--- src/rtl/addsub_multicycle.sv ---
// Chunked add/subtract with carry-in: WIDTH-bit operands are summed CHUNK bits
// per cycle through a registered carry, with valid/ready handshakes on both sides.
//
// state | meaning
// IDLE  | waiting for an operation, in_ready high
// RUN   | summing one chunk per cycle, low chunk first
// DONE  | result held with out_valid high until out_ready
module addsub_multicycle #(
    parameter int WIDTH = 16,
    parameter int CHUNK = 4
) (
    input  logic             CLK,
    input  logic             RESET,
    input  logic             in_valid,
    output logic             in_ready,
    input  logic [WIDTH-1:0] I0,
    input  logic [WIDTH-1:0] I1,
    input  logic             SUB,
    input  logic             CIN,
    output logic             out_valid,
    input  logic             out_ready,
    output logic [WIDTH-1:0] O,
    output logic             COUT,
    output logic             V
);

    localparam int K  = WIDTH / CHUNK;
    localparam int IW = (K > 1) ? $clog2(K) : 1;
    localparam logic [IW-1:0] LAST_IDX = IW'(K - 1);

    if (CHUNK < 1 || CHUNK > WIDTH || (WIDTH % CHUNK) != 0) begin : g_bad_params
        $error("addsub_multicycle: CHUNK must divide WIDTH and lie in 1..WIDTH");
    end

    typedef enum logic [1:0] {
        IDLE = 2'd0,
        RUN  = 2'd1,
        DONE = 2'd2
    } state_t;

    state_t           state_q,     state_d;
    logic [IW-1:0]    idx_q,       idx_d;
    logic             carry_q,     carry_d;
    logic [WIDTH-1:0] a_q,         a_d;
    logic [WIDTH-1:0] b_q,         b_d;
    logic [WIDTH-1:0] o_q,         o_d;
    logic             cout_q,      cout_d;
    logic             v_q,         v_d;
    logic             in_ready_q,  in_ready_d;
    logic             out_valid_q, out_valid_d;

    logic [CHUNK-1:0] chunk_a;
    logic [CHUNK-1:0] chunk_b;
    logic [CHUNK:0]   sum;
    logic             msb_carry_in;

    always_comb begin
        state_d     = state_q;
        idx_d       = idx_q;
        carry_d     = carry_q;
        a_d         = a_q;
        b_d         = b_q;
        o_d         = o_q;
        cout_d      = cout_q;
        v_d         = v_q;
        in_ready_d  = in_ready_q;
        out_valid_d = out_valid_q;

        chunk_a = '0;
        chunk_b = '0;
        for (int j = 0; j < K; j++) begin
            if (idx_q == IW'(j)) begin
                chunk_a = a_q[j*CHUNK +: CHUNK];
                chunk_b = b_q[j*CHUNK +: CHUNK];
            end
        end
        sum = {1'b0, chunk_a} + {1'b0, chunk_b} + {{CHUNK{1'b0}}, carry_q};
        // Carry into the top bit of the chunk, recovered from its sum bit.
        msb_carry_in = sum[CHUNK-1] ^ chunk_a[CHUNK-1] ^ chunk_b[CHUNK-1];

        case (state_q)
            IDLE: begin
                if (in_valid) begin
                    a_d        = I0;
                    b_d        = SUB ? ~I1 : I1;
                    carry_d    = CIN;
                    idx_d      = '0;
                    state_d    = RUN;
                    in_ready_d = 1'b0;
                end
            end
            RUN: begin
                for (int j = 0; j < K; j++) begin
                    if (idx_q == IW'(j)) begin
                        o_d[j*CHUNK +: CHUNK] = sum[CHUNK-1:0];
                    end
                end
                carry_d = sum[CHUNK];
                if (idx_q == LAST_IDX) begin
                    cout_d      = sum[CHUNK];
                    v_d         = msb_carry_in ^ sum[CHUNK];
                    state_d     = DONE;
                    out_valid_d = 1'b1;
                end else begin
                    idx_d = idx_q + 1'b1;
                end
            end
            DONE: begin
                if (out_ready) begin
                    state_d     = IDLE;
                    out_valid_d = 1'b0;
                    in_ready_d  = 1'b1;
                end
            end
            default: begin
                state_d     = IDLE;
                out_valid_d = 1'b0;
                in_ready_d  = 1'b1;
            end
        endcase
    end

    always_ff @(posedge CLK) begin
        if (RESET) begin
            state_q     <= IDLE;
            idx_q       <= '0;
            carry_q     <= 1'b0;
            a_q         <= '0;
            b_q         <= '0;
            o_q         <= '0;
            cout_q      <= 1'b0;
            v_q         <= 1'b0;
            in_ready_q  <= 1'b1;
            out_valid_q <= 1'b0;
        end else begin
            state_q     <= state_d;
            idx_q       <= idx_d;
            carry_q     <= carry_d;
            a_q         <= a_d;
            b_q         <= b_d;
            o_q         <= o_d;
            cout_q      <= cout_d;
            v_q         <= v_d;
            in_ready_q  <= in_ready_d;
            out_valid_q <= out_valid_d;
        end
    end

    assign in_ready  = in_ready_q;
    assign out_valid = out_valid_q;
    assign O         = o_q;
    assign COUT      = cout_q;
    assign V         = v_q;

endmodule
--- config.mk ---
export PLATFORM = sky130hd
export DESIGN_NAME = addsub_multicycle
export DESIGN_NICKNAME = d
export VERILOG_FILES = /design/src/rtl/addsub_multicycle.sv
export SDC_FILE = /design/constraint.sdc
export NUM_CORES = 1
export LEC_CHECK = 0
export ABC_AREA = 1
export ABC_CLOCK_PERIOD_IN_PS = 2800
export CAP_MARGIN = 20
export CORE_ASPECT_RATIO = 1.5
export CORE_UTILIZATION = 46
export DETAILED_ROUTE_END_ITERATION = 16
export GPL_ROUTABILITY_DRIVEN = 0
export PLACE_DENSITY = 0.8
export SLEW_MARGIN = 25
export SYNTH_ARGS = -nofsm -noshare
export SYNTH_HDL_FRONTEND = slang
export SYNTH_SLANG_ARGS = --single-unit
--- constraint.sdc ---
create_clock -name CLK -period 2.8 [get_ports CLK]
set_clock_uncertainty 0.05 [all_clocks]
set_input_delay 0.28 -clock CLK [delete_from_list [all_inputs] [get_ports CLK]]
set_output_delay 0.28 -clock CLK [all_outputs]
set_load 0.01 [all_outputs]
-- After elaboration in Yosys (flattened, before gate mapping)
Cells that the tools add are included.
- memories: 0
- register bits: 57
- bits in read-only memories: 0
- bits in latches: 0
- input bits: 38
- memory bits (writable): 0
- add/sub/neg operators: 3
- $mul: 0
- equality and inequality tests: 9
- bitwise operators: 6
- div/mod/pow operators: 0
- muxes and demuxes: 24
- magnitude comparators: 0
- reductions and logical operators: 13
- shifts and indexed selects: 0
- operators by type and width (operator ; number):
    $mux W4 ; 8
    $mux W16 ; 1
    $not A16 Y16 ; 1
    $reduce_and A2 Y1 ; 6
    $reduce_and A3 Y1 ; 4
    $mux W2 ; 5
    $ne A2 B2 Y1 const B ; 4
    $eq A2 B2 Y1 const B ; 3
    $pmux W1 S3 ; 2
    $pmux W2 S3 ; 1
    $add A4 B4 Y5 ; 1
    $add A5 B1 Y5 ; 1
    $mux W1 ; 5
    $eq A2 B1 Y1 const B ; 2
    $logic_not A2 Y1 ; 2
    $pmux W2 S2 ; 1
    $xor A1 B1 Y1 ; 3
    $add A2 B1 Y2 const B ; 1
    $not A1 Y1 ; 2
    $pmux W1 S2 ; 1
    $reduce_bool A2 Y1 ; 1

-- Logic depth before layout (Yosys ltp)
- depth in word-level cells: 10
- gate-level depth with buffers: 20
- depth with buffers taken out: 19

-- Least setup slack after synthesis
Ideal clock, no wire load.
- path kind: register -> register
- start: register idx_q[0]
- end: register v_q, in the netlist V
- clock period less this slack: 2.683 ns
- cell stages (with the launch flop): 16
- required time: 2.680 ns
- arrival: 2.563 ns
- path buffers: 2
- path slack: 0.117 ns
- cells stage by stage: dfxtp_1 > inv_1 > ha_1 > buf_4 > clkbuf_1 > a21oi_1 > a21oi_1 > fa_1 > fa_1 > a21oi_1 > nand3_1 > nand2_1 > inv_1 > nand2_1 > nand2_1 > a21oi_1
- word-level cells in the longest chain between the ends: 10
- RTL lines (element ; line ; source):
    start: declaration ; 42 ; logic [IW-1:0] idx_q, idx_d;
    start signal: assignment ; 137 ; idx_q <= idx_d;
    $logic_not A2 Y1 ; 72 ; if (idx_q == IW'(j)) begin
    $mux W4 (4 in a row) ; 72 ;
    $add A4 B4 Y5 ; 77 ; sum = {1'b0, chunk_a} + {1'b0, chunk_b} + {{CHUNK{1'b0}}, carry_q};
    $add A5 B1 Y5 ; 77 ;
    $xor A1 B1 Y1 (2 in a row) ; 79 ; msb_carry_in = sum[CHUNK-1] ^ chunk_a[CHUNK-1] ^ chunk_b[CHUNK-1];
    $xor A1 B1 Y1 ; 101 ; v_d = msb_carry_in ^ sum[CHUNK];
    end signal: assignment ; 143 ; v_q <= v_d;
    end: declaration ; 48 ; logic v_q, v_d;
Parallel ways exist; a longest one is shown, timed or not.
A chain may end at the register's enable or synchronous reset.

-- Worst setup path after layout
Ends and elaborated chain as after synthesis.

==> impl_metrics.toml <==
[detailed_routing]
firstDrtPassIters = 4
drc_errors = 0
drt_iter0_markers = 89
drtAntennaViolNets = 0
avgViaCountPerCell = 5.07
dr.max_layer_used = "met4"
dr_wl_met2_um = 3320
avgRoutedWirePerCell_um = 12.5
dr_total_vias = 2510
route.met3.wl_um = 269
wl_um = 6170
wl_met1_um = 2360

[floorplan]
initial_utilization_pct = 48.4
dieArea_um2 = 6180
core_um2 = 5570
fp.dieH_um = 95.7
num_rows = 33
die_w_um = 64.5
io_pins = 58

[synthesis]
synth.cell_area_um2 = 2700
synthCells = 363
synth-seq-cells = 57
seq_area_frac_synth_pct = 42.3
yosysWarnings = 0
avgSynthCellArea_um2 = 7.42
syn-num-nets = 410
synth_cell_types = 28

[finish]
multi_input_area_um2 = 1360
diodes = 0
fillCellCount = 500
fin_cells = 495
nets = 467
area_growth_syn_to_layout_pct = 31.7
drive_gt1_share_pct = 10.4
regArea_um2 = 1150

[worst_setup_path]
crit_buf_inv = 3
crit_top_cell = "nand2_1"
critPathMaxStageDelay_ns = 0.43
end_kind = "flip-flop"
arrival_ns = 2.86
worst_path_max_delay_cell = "fa_2"
critPathRequiredTime_ns = 3.03
setup.worst_path.start_class = "flip-flop"
cp_cell_sequence = "inv_1, ha_2, nand2_4, inv_2, a22o_1, nand2_1, a21oi_1, fa_2, fa_2, a21oi_2, nand3_1, nand2_2, inv_1, nand2_1, nand2_1, a21oi_1"
critical_path.top_delay_family = "adder cells"
crit_type = "flip-flop to flip-flop"
path_max_fanout = 4

[clocking]
clk_pin_slew_ns = 0.06
clk_latency_ns = 0.34
cts_made_buffers = 9
clkSinkCount = 57
tritoncts = "built"
root_buffer = "clkbuf_8"
htreeDepth = 3
clockBufferDepth = 2

[placement]
dp_cells = 479
io_buffers = 57
dp_hpwl_um = 4660

[power]
swShare_pct = 28.9
p_comb_share_pct = 22.1
peakVddDrop_uv = 411
switchingPower_uw = 579
power.leakage_nw = 1.48
internal-power_mw = 1.43
power.share.clock_pct = 33.2
p_seq_share_pct = 44.6
p_per_area_nw_per_um2 = 565

[status]
outcome = "finished clean"

[sta]
min_period_ns = 2.64
slew_headroom_pct = 45.7
clock.fmax_mhz = 379
finalSetupViolations = 0
whs_ns = 0.401
finalCritPeriodShare_pct = 94.2
tightestPinTransition_ns = 0.813
maxSlewViolCount = 0
rsz0062_at_grt = "no"
hold_viol = 0

[global_routing]
grt_max_degree = 44
grt-ovfl-total = 0
grt_first_pass_wirelength_um = 10400
first_global_vias = 2384
gr-usage-all-layers_pct = 22.5
antenna_found_initial = 0

[flow_run]
drv_cap = 0

[hold_path]
worstHoldPathType = "flip-flop to flip-flop"
-- registers in the layout (all words and copies together), names as in the netlist --
signal and flops:
COUT 1, O 16, V 1, a_q 16
b_q 16, carry_q 1, idx_q 2, in_ready 1
out_valid 1, state_q 2
-- kinds of logic (layout without fill, tap and decap cells) --
group,after synthesis,after routing,synth area share [%]
XOR/XNOR,17,17,5.52
buffers and inverters,59,121,8.91
AO/OA/AOI/OAI,105,105,20.8
adder cells (fa/ha/maj),9,9,4.74
AND/OR/NAND/NOR,116,116,17.6
flip-flops,57,57,42.3
-- power groups by stage --
stage | clock network [mW] | registers, mW | logic (mW)
after floorplan | 0 | 0.909 | 0.271
after global placement | 0 | 0.910 | 0.412
after detailed placement | 0 | 0.912 | 0.424
after CTS | 0.683 | 0.895 | 0.428
after global routing | 0.715 | 0.900 | 0.496
final | 0.667 | 0.895 | 0.444
-- synthesized netlist by cell type (all sizes together) --
| cell | number | area share, % |
|---|---|---|
| a211oi | 3 | 0.84 |
| a21o | 1 | 0.28 |
| a21oi | 43 | 8.1 |
| a22o | 2 | 0.65 |
| a22oi | 2 | 0.56 |
| a31oi | 1 | 0.23 |
| buf | 10 | 2.1 |
| clkbuf | 9 | 1.3 |
| dfxtp | 57 | 42 |
| fa | 2 | 1.5 |
| ha | 7 | 3.2 |
| inv | 40 | 5.6 |
| nand2 | 41 | 5.7 |
| nand3 | 19 | 3.7 |
| nor2 | 55 | 8.0 |
| nor3 | 1 | 0.19 |
| o21a | 2 | 0.56 |
| o21ai | 48 | 8.9 |
| o22ai | 3 | 0.70 |
| xnor2 | 3 | 0.98 |
| xor2 | 14 | 4.5 |
-- timing repair --
item / CTS / global route
pin swaps: 0 / 8
setup endpoints to repair: 1 / 13
hold buffers: 0 / 0
setup buffers: 0 / 0
gates resized for setup: 2 / 17
-- area by class of cell --
cell class | instances | share of cell area, %
timing repair buffer | 65 | 17.8
clock buffer | 13 | 4.48
tap | 70 | 2.47
multi-input combinational | 247 | 38.2
clock inverter | 3 | 0.423
sequential | 57 | 32.4
inverter | 40 | 4.30
-- worst register-to-register path, cell delays in order, from the launching register on --
cell     delay, ns
dfxtp_4       0.36
inv_1         0.08
ha_2          0.21
nand2_4       0.08
inv_2         0.05
a22o_1        0.18
nand2_1       0.06
a21oi_1       0.09
fa_2          0.42
fa_2          0.43
a21oi_2       0.15
nand3_1       0.10
nand2_2       0.09
inv_1         0.04
nand2_1       0.05
nand2_1       0.04
a21oi_1       0.10
-- per-layer routing --
metal / GRT usage [%] / vias to the layer above
li1: - / 1294
met1: 21.5 / 1133
met2: 42.4 / 64
met3: 5.92 / 19
met4: 13.3 / 0
met5: 0 / -
-- cells in the final DEF, fill, tap and decap left out, drive strengths merged, types with 3 or more instances in the layout --
master	synthesis	routed
inv	40	40
xnor2	3	3
nand2	41	41
ha	7	7
clkbuf	9	13
o21ai	48	48
a21oi	43	43
xor2	14	14
nand3	19	19
nor2	55	55
a211oi	3	3
o22ai	3	3
clkdlybuf4s50	0	57
dfxtp	57	57
buf	10	8
clkinv	0	3
-- stage by stage --
stage                     TNS [ns]  util, %  cell area [um2]  total power, mW  setup slack, ns
after CTS                        0     62.9             3500             2.01           0.0272
final                            0     63.7             3550             2.01            0.163
after detailed placement   -0.0788     59.6             3320             1.34          -0.0788
after global placement           0     59.6             3320             1.32           0.0530
after global routing             0     63.7             3550             2.11          0.00594
after floorplan                  0        -             2700             1.18            0.117
-- worst paths after layout --
check	slack [ns]	startpoint	cells after the start	to
min reg2reg	0.40	out_valid	2	out_valid
max	0.16	idx_q[0]	16	V
min	0.40	out_valid	2	out_valid
max reg2reg	0.16	idx_q[0]	16	V
Power figures use the tool's default switching activity.
